[config.mk]
export PLATFORM = sky130hd
export DESIGN_NAME = demux_dispatch_ctrl
export DESIGN_NICKNAME = d
export VERILOG_FILES = /design/src/rtl/demux_dispatch_ctrl.sv
export SDC_FILE = /design/constraint.sdc
export NUM_CORES = 1
export LEC_CHECK = 0
export CAP_MARGIN = 20
export CORE_ASPECT_RATIO = 1.4
export CORE_MARGIN = 2
export CORE_UTILIZATION = 40
export CTS_CLUSTER_SIZE = 25
export DETAILED_ROUTE_END_ITERATION = 10
export GPL_TIMING_DRIVEN = 0
export HOLD_SLACK_MARGIN = 0.05
export PLACE_DENSITY = 0.85
export SKIP_LAST_GASP = 1
export SYNTH_ARGS = -nofsm -noshare
export SYNTH_HDL_FRONTEND = slang
export SYNTH_SLANG_ARGS = --single-unit
[constraint.sdc]
create_clock -name clk -period 1.76 [get_ports clk]
set_clock_uncertainty 0.1 [all_clocks]
set_input_delay 0.352 -clock clk [delete_from_list [all_inputs] [get_ports clk]]
set_output_delay 0.352 -clock clk [all_outputs]
set_load 0.005 [all_outputs]
[src/rtl/demux_dispatch_ctrl.sv]
// One-word 1x4 demux sequencer: round-robin or addressed steering with valid/ready handshakes.
// Define DEMUX_SKIP_BUSY_EN to make round-robin prefer enabled sinks that are already ready.
module demux_dispatch_ctrl #(
    parameter int WIDTH = 8
) (
    input  logic             clk,
    input  logic             rst_n,
    input  logic [WIDTH-1:0] in_data,
    input  logic             in_valid,
    output logic             in_ready,
    input  logic             mode,
    input  logic [1:0]       in_sel,
    input  logic [3:0]       ch_en,
    output logic [WIDTH-1:0] out_data,
    output logic [3:0]       out_valid,
    input  logic [3:0]       out_ready,
    output logic [1:0]       last_ch,
    output logic             drop,
    output logic             busy
);

    localparam logic [0:0] IDLE = 1'b0;
    localparam logic [0:0] HOLD = 1'b1;

    logic [0:0]       state_q, state_d;
    logic [1:0]       tgt_q, tgt_d;
    logic [1:0]       ptr_q, ptr_d;
    logic [1:0]       lastCh_q, lastCh_d;
    logic [WIDTH-1:0] outData_q, outData_d;
    logic             drop_q, drop_d;

    logic             holding;
    logic             complete;
    logic             accept;
    logic             newValid;
    logic [1:0]       searchBase;
    logic [1:0]       rrTgt;
    logic [1:0]       newTgt;

    // First set bit of mask, scanning upward from base with wrap-around.
    function automatic logic [1:0] firstSet(input logic [3:0] mask, input logic [1:0] base);
        logic [1:0] idx;
        logic [1:0] cand;
        idx = base;
        for (int k = 3; k >= 0; k--) begin
            cand = base + 2'(k);
            if (mask[cand]) idx = cand;
        end
        return idx;
    endfunction

    assign holding    = (state_q == HOLD);
    assign complete   = holding && out_ready[tgt_q];
    assign in_ready   = (!holding || out_ready[tgt_q]) && (mode || (|ch_en));
    assign accept     = in_valid && in_ready;
    assign searchBase = complete ? (tgt_q + 2'd1) : ptr_q;

`ifdef DEMUX_SKIP_BUSY_EN
    assign rrTgt = (|(ch_en & out_ready)) ? firstSet(ch_en & out_ready, searchBase)
                                          : firstSet(ch_en, searchBase);
`else
    assign rrTgt = firstSet(ch_en, searchBase);
`endif

    assign newTgt   = mode ? in_sel : rrTgt;
    assign newValid = accept && (!mode || ch_en[in_sel]);

    always_comb begin
        state_d   = state_q;
        tgt_d     = tgt_q;
        ptr_d     = ptr_q;
        lastCh_d  = lastCh_q;
        outData_d = outData_q;
        drop_d    = accept && mode && !ch_en[in_sel];
        if (complete) begin
            lastCh_d = tgt_q;
            ptr_d    = tgt_q + 2'd1;
        end
        if (newValid) begin
            state_d   = HOLD;
            tgt_d     = newTgt;
            outData_d = in_data;
        end else if (complete) begin
            state_d = IDLE;
        end
    end

    always_ff @(posedge clk or negedge rst_n) begin
        if (!rst_n) begin
            state_q   <= IDLE;
            tgt_q     <= 2'd0;
            ptr_q     <= 2'd0;
            lastCh_q  <= 2'd0;
            outData_q <= '0;
            drop_q    <= 1'b0;
        end else begin
            state_q   <= state_d;
            tgt_q     <= tgt_d;
            ptr_q     <= ptr_d;
            lastCh_q  <= lastCh_d;
            outData_q <= outData_d;
            drop_q    <= drop_d;
        end
    end

    assign out_data  = outData_q;
    assign out_valid = holding ? (4'b0001 << tgt_q) : 4'b0000;
    assign last_ch   = lastCh_q;
    assign drop      = drop_q;
    assign busy      = holding;

endmodule

==> results.md, run 1 <==
* Seq cells post-synth at 16
* Top-area cell type share of the netlist area at 0.356
* Place WS at -0.729 ns
* Worst slew margin at 0.515
* Die Ht at 66.8 um
* Post-Syn Nets at 130
* Critical Path Fanout Max at 7
* Commonest cells in the netlist: dfrtp_1, inv_1, mux2_4
* Violated checks: negative setup slack
* IO buf count at 37
* DR WL/cell at 18.4 um
* Via count at 1117
* Critical path class: register to primary output
* Setup crit start kind: register
* Arr. time, crit path at 1.57 ns
* Initial antenna violation count at 0
* DIE AREA at 0.00326 mm2
* Grt ovf at 0
* Post-Route Utilization at 0.688
* Finished Cell Area at 0.00182 mm2
* CTS tree: done
* Final setup margin at -0.266 ns
* Placed cell area at 0.00155 mm2
* Ys async rst share at 1.00
* Reg-to-Reg End: ptr_q[1]
* Reg2Reg Depth at 9
* Total negative setup slack at -3.11 ns
* I/O Pins at 39
* Required time of the critical path at 1.31 ns
* Non-filler instance count after layout at 198
* R2R setup slack at -0.24 ns
* HP Class: input port to asynchronous set/reset pin
* Total placed cells including tap cells at 177
* Area contributors post-synth: dfrtp_1, mux2_4, mux2_2
* Clock transition at path regs at 0.10 ns
* Vias in the first global route at 1173
* Post-synthesis cell area at 0.00113 mm2
* Final Max Slew Viols at 0
* Rows at 22
* H-tree levels at 1
* Drt total wl at 3640 um
* First-pass GRT wire length at 5590 um
* Initial Utilization at 0.426
* Initial DRC Count at 49
* CTS root buf: clkbuf_4
* Core Region at 0.00264 mm2
* Mean Syn Cell Area at 10.8 um2
* Peak Freq at 494 MHz
* Worst Tran Pin Value at 0.725 ns
* Synth warn at 0
* Dpl hpwl at 2250 um
* Post-synth top flop: dfrtp_1
* Skew-Pair Late Insertion Delay at 0.29 ns
* Post-synth EDFFs at 0
* RSZ-0062 raised after global routing: true
* PwrDens at 1600 mW/mm2
* Hold Buf Count CTS at 0
* Post-DR vias/cell at 5.64
* CTS buffer count at 3
* Number of diodes at 0
* Reg2reg start: tgt_q[1]
* Worst VDD drop at 0.000718 V
* Static leakage at 0.824 nW
* CTS Sinks at 16
* Gpl congestion at 0.891
* Most frequent cell after synthesis: dfrtp_1
* Hold_ws at 0.377 ns
* Final setup violation count at 17
* Power, Total at 2.91 mW
* Post-synthesis cell count at 104
* Critical Path End Type: primary output
* Synth unique cells at 36
* Hold Vio Cnt, Final at 0
* Ratio of final minimum period to clock period at 1.15
* Layout fillers at 194
* Remaining DRCs at 0
* Sequential-to-total area share from yosys stat at 0.356
* Fin nets at 189
* Gr usage total at 0.230
* Max Buffers Root-to-Sink at 2
* Largest net degree at the start of global routing at 17
* Fin crit period at 2.03 ns
* Area Overhead vs Synth at 61.6%
* Pre-Repair DR Iteration Count at 4
* DIE WIDTH at 48.8 um
* Total of max-cap violations at 0
* Yosys top cell by area: dfrtp_1
* Fraction of layout cells with a size suffix above 1 at 0.370
* Outcome: finished, violations left
* ANT nets after route at 0
==> what timing repair did <==
item / CTS / global route
hold endpoints to repair: 0 / 0
setup endpoints to repair: 16 / 19
cloned: 1 / 0
pin swaps: 5 / 7
setup buffers: 13 / 3
gates resized for setup: 25 / 19
==> worst max-delay path: stages, from the launching register on <==
cell     delay (ns)
dfrtp_1        0.40
buf_6          0.15
mux2_4         0.33
o22ai_4        0.19
a21oi_1        0.06
buf_2          0.16
==> area by class of cell <==
class                   instances  area, um2  area share
repair buffers                 54        498       0.274
clock buffers                   4       36.3      0.0199
multi-input cells              75        762       0.419
well taps                      36       45.0      0.0248
plain buffers                   4       42.5      0.0234
flip-flops and latches         16        402       0.221
inverters                       9       33.8      0.0186
==> placed cells by master, fill, tap and decap left out, drive strengths merged, types with 2 or more instances in the layout <==
cell type       n
nand2           6
o21ai           5
a41oi           2
and2            5
clkbuf          5
dlymetal6s2s    2
nor2            2
clkdlybuf4s50  28
nor2b           2
nor3            3
nand2b          2
mux2           13
mux2i           5
o22ai           6
buf            23
o211ai          2
dfrtp          16
inv             9
dlygate4sd2     4
ha              4
a21o            2
a21oi           4
==> per-layer routing <==
layer / vias up / track usage / share of wire
met5: - / 0 / 0
met4: 0 / 0.150 / 0.044
met3: 14 / 0.0538 / 0.072
met2: 63 / 0.404 / 0.52
met1: 540 / 0.247 / 0.37
li1: 500 / - / -
==> cells by family (layout without fill, tap and decap cells) <==
group                    after synthesis  after routing  synth area share
flip-flops                            16             16             0.356
AND/OR/NAND/NOR                       24             24             0.113
AO/OA/AOI/OAI                         28             28             0.199
multiplexers                          19             19             0.224
adder cells (fa/ha/maj)                4              4            0.0444
buffers and inverters                 13             71            0.0633
==> registers in the layout (all words and copies together), names as in the netlist <==
register  cells
out_data      8
busy          1
tgt_q         2
drop          1
ptr_q         2
last_ch       2
==> worst max-delay path by stage <==
| stage | startpoint | end | slack, ns | cells past startpoint |
|---|---|---|---|---|
| floorplan | ch_en[1] | out_data[2] | -0.08 | 6 |
| global placement | ch_en[3] | in_ready | -0.69 | 5 |
| detailed placement | ch_en[3] | in_ready | -0.73 | 5 |
| CTS | tgt_q[1] | in_ready | -0.24 | 5 |
| global route | tgt_q[1] | tgt_q[1] | -0.36 | 8 |
| finish | tgt_q[1] | in_ready | -0.27 | 5 |
==> where the power goes <==
| part | leakage (nW) | total [mW] | internal (mW) | switching [mW] |
|---|---|---|---|---|
| clock network | 0.0210 | 0.252 | 0.126 | 0.126 |
| logic | 0.615 | 1.97 | 1.10 | 0.865 |
| registers | 0.188 | 0.691 | 0.546 | 0.145 |
Power figures use the tool's default switching activity.
==> inputs of run 2 (changes only) <==
Settings changed: CORE_ASPECT_RATIO 1.4 to not set, PLACE_DENSITY 0.85 to 0.75, SLEW_MARGIN set to 5.
==> results.md, run 2 (synthesis gave the netlist of run 1 again) <==
* Outcome: finished, violations left
* Violated checks: negative setup slack
* Worst VDD drop at 0.00108 V (+51%)
* Final setup margin at -0.273 ns (-0.00760 ns)
* Critical Path End Type: register
* Commonest non-fill, non-tap cell in the layout: clkdlybuf4s50_1
* Vias in the first global route at 998 (-15%)
* IO buf count at 37 (unchanged)
* DIE WIDTH at 57.1 um (+17%)
* Fin nets at 192 (+1.6%)
* Fraction of layout cells with a size suffix above 1 at 0.394 (+0.0236)
* Met2 track demand over resource at 0.323 (-0.0806)
* CTS root buf: clkbuf_4
* Place WS at -0.734 ns (-0.00466 ns)
* PwrDens at 1620 mW/mm2 (+1.3%)
* Critical path class: register to register
* Total placed cells including tap cells at 172 (-2.8%)
* Reg2Reg Depth at 7 (-2)
* CTS buffer count at 3 (unchanged)
* Initial antenna violation count at 0 (unchanged)
* Rows at 19 (-14%)
* Total of max-cap violations at 0 (unchanged)
* Final setup violation count at 16 (-1)
* Gpl congestion at 0.867 (-2.7%)
* Non-filler instance count after layout at 196 (-1.0%)
* Initial DRC Count at 36 (-27%)
* Static leakage at 0.817 nW (-0.92%)
* Remaining DRCs at 0 (unchanged)
* Total negative setup slack at -2.71 ns (+0.405 ns)
* Met1 global-route usage at 0.265 (+0.0180)
* DIE AREA at 0.00326 mm2 (-0.17%)
* Area Overhead vs Synth at 62.3%
* RSZ-0062 raised after global routing: true
* Via count at 1076 (-3.7%)
* Max reg flops at 8 (unchanged)
* Layout fillers at 202 (+4.1%)
* CTS Sinks at 16 (unchanged)
* Grt ovf at 0 (unchanged)
* Final Max Slew Viols at 0 (unchanged)
* Required time of the critical path at 1.84 ns (+0.53 ns)
* Reg-to-Reg End: tgt_q[0]
* Hold Vio Cnt, Final at 0 (unchanged)
* First-pass GRT wire length at 4940 um (-12%)
* Peak Freq at 492 MHz (-0.37%)
* Reg2reg start: tgt_q[1]
* Pre-Repair DR Iteration Count at 4 (unchanged)
* Core Region at 0.00271 mm2 (+2.6%)
* I/O Pins at 39 (unchanged)
* Fin crit period at 2.03 ns (+0.00760 ns)
* Drt total wl at 3240 um (-11%)
* Skew-Pair Late Insertion Delay at 0.29 ns (about the same)
* Number of diodes at 0 (unchanged)
* Critical Path Fanout Max at 6 (-1)
* Post-Route Utilization at 0.675 (-0.0139)
* Worst slew margin at 0.503 (-0.0121)
* Initial Utilization at 0.416 (-0.0106)
* Max Buffers Root-to-Sink at 2 (unchanged)
* Dpl hpwl at 2050 um (-8.8%)
* Largest net degree at the start of global routing at 17 (unchanged)
* R2R setup slack at -0.27 ns (-0.03 ns)
* Gr usage total at 0.199 (-0.0309)
* CTS tree: done
* Arr. time, crit path at 2.11 ns (+0.54 ns)
* Ratio of final minimum period to clock period at 1.16 (+0.00432)
* HP Class: input port to asynchronous set/reset pin
* Worst Tran Pin Value at 0.743 ns (+0.0180 ns)
* Met3 usage at 0.0431 (-0.0107)
* Clock transition at path regs at 0.11 ns (about the same)
* Hold Buf Count CTS at 0 (unchanged)
* ANT nets after route at 0 (unchanged)
* Die Ht at 57.1 um (-15%)
* Most frequent cells in the layout: clkdlybuf4s50_1, dfrtp_1, buf_4, buf_6, mux2_4
* H-tree levels at 1 (unchanged)
* Power, Total at 2.96 mW (+1.8%)
* Post-DR vias/cell at 5.49 (-2.7%)
* Gr busiest metal: met2
* Setup crit start kind: register
* DR WL/cell at 16.5 um (-10%)
==> run 2: worst max-delay path by stage <==
| stage | from | endpoint |
|---|---|---|
| 4_1_cts | tgt_q[1] | in_ready |
| 2_1_floorplan | ch_en[1] | out_data[2] |
| 6_report | tgt_q[1] | tgt_q[0] |
| 3_5_place_dp | ch_en[3] | in_ready |
| 3_3_place_gp | ch_en[3] | in_ready |
| 5_1_grt | tgt_q[1] | tgt_q[0] |
==> run 2: repair_timing <==
action / 4_1_cts / 5_1_grt
setup endpoints to repair: 16 / 19
setup buffers: 13 / 8
pin swaps: 4 / 5
cloned: 1 / 0
resized for setup: 37 / 18
==> run 2: metrics by stage <==
stage               cell area (um2)  hold WS (ns)
finish                         1830         0.382
global route                   1830         0.408
CTS                            1720         0.389
detailed placement             1550         0.373
global placement               1550         0.365
floorplan                      1140       -0.0436
==> run 2: layer usage <==
| layer | routed length (um) | up-vias | share of wire |
|---|---|---|---|
| met5 | 0 | - | 0 |
| met4 | 27 | 0 | 0.0083 |
| met3 | 213 | 2 | 0.066 |
| met2 | 1670 | 53 | 0.52 |
| met1 | 1320 | 513 | 0.41 |
| li1 | - | 508 | - |
==> run 2: cell type report <==
cell class / count / area (um2) / area share
multi-input combinational: 75 / 751 / 0.411
sequential: 16 / 403 / 0.220
buffer: 4 / 42.5 / 0.0233
inverter: 9 / 33.8 / 0.0185
clock buffer: 4 / 36.3 / 0.0198
tap: 31 / 38.8 / 0.0212
timing repair buffer: 57 / 523 / 0.286
==> run 2: report_power, final <==
part           leakage (nW)  internal, mW  total (mW)  switching, mW
Clock                0.0210         0.126       0.259          0.133
Combinational         0.609          1.17        2.01          0.843
Sequential            0.187         0.548       0.694          0.146
Total                 0.817          1.84        2.96           1.12
==> run 2: critical path, stage by stage, from the launching register on <==
cell	delay, ns
dfrtp_1	0.41
buf_6	0.14
mux2_4	0.33
buf_6	0.14
a221oi_4	0.32
a2111oi_2	0.07
o311ai_1	0.29
o21ai_1	0.12
==> inputs of run 3 (changes only) <==
Settings changed: SLEW_MARGIN 5 to 20.
==> results of run 3 <==
No change in the layout: final DEF, timing and power equal those of run 2.
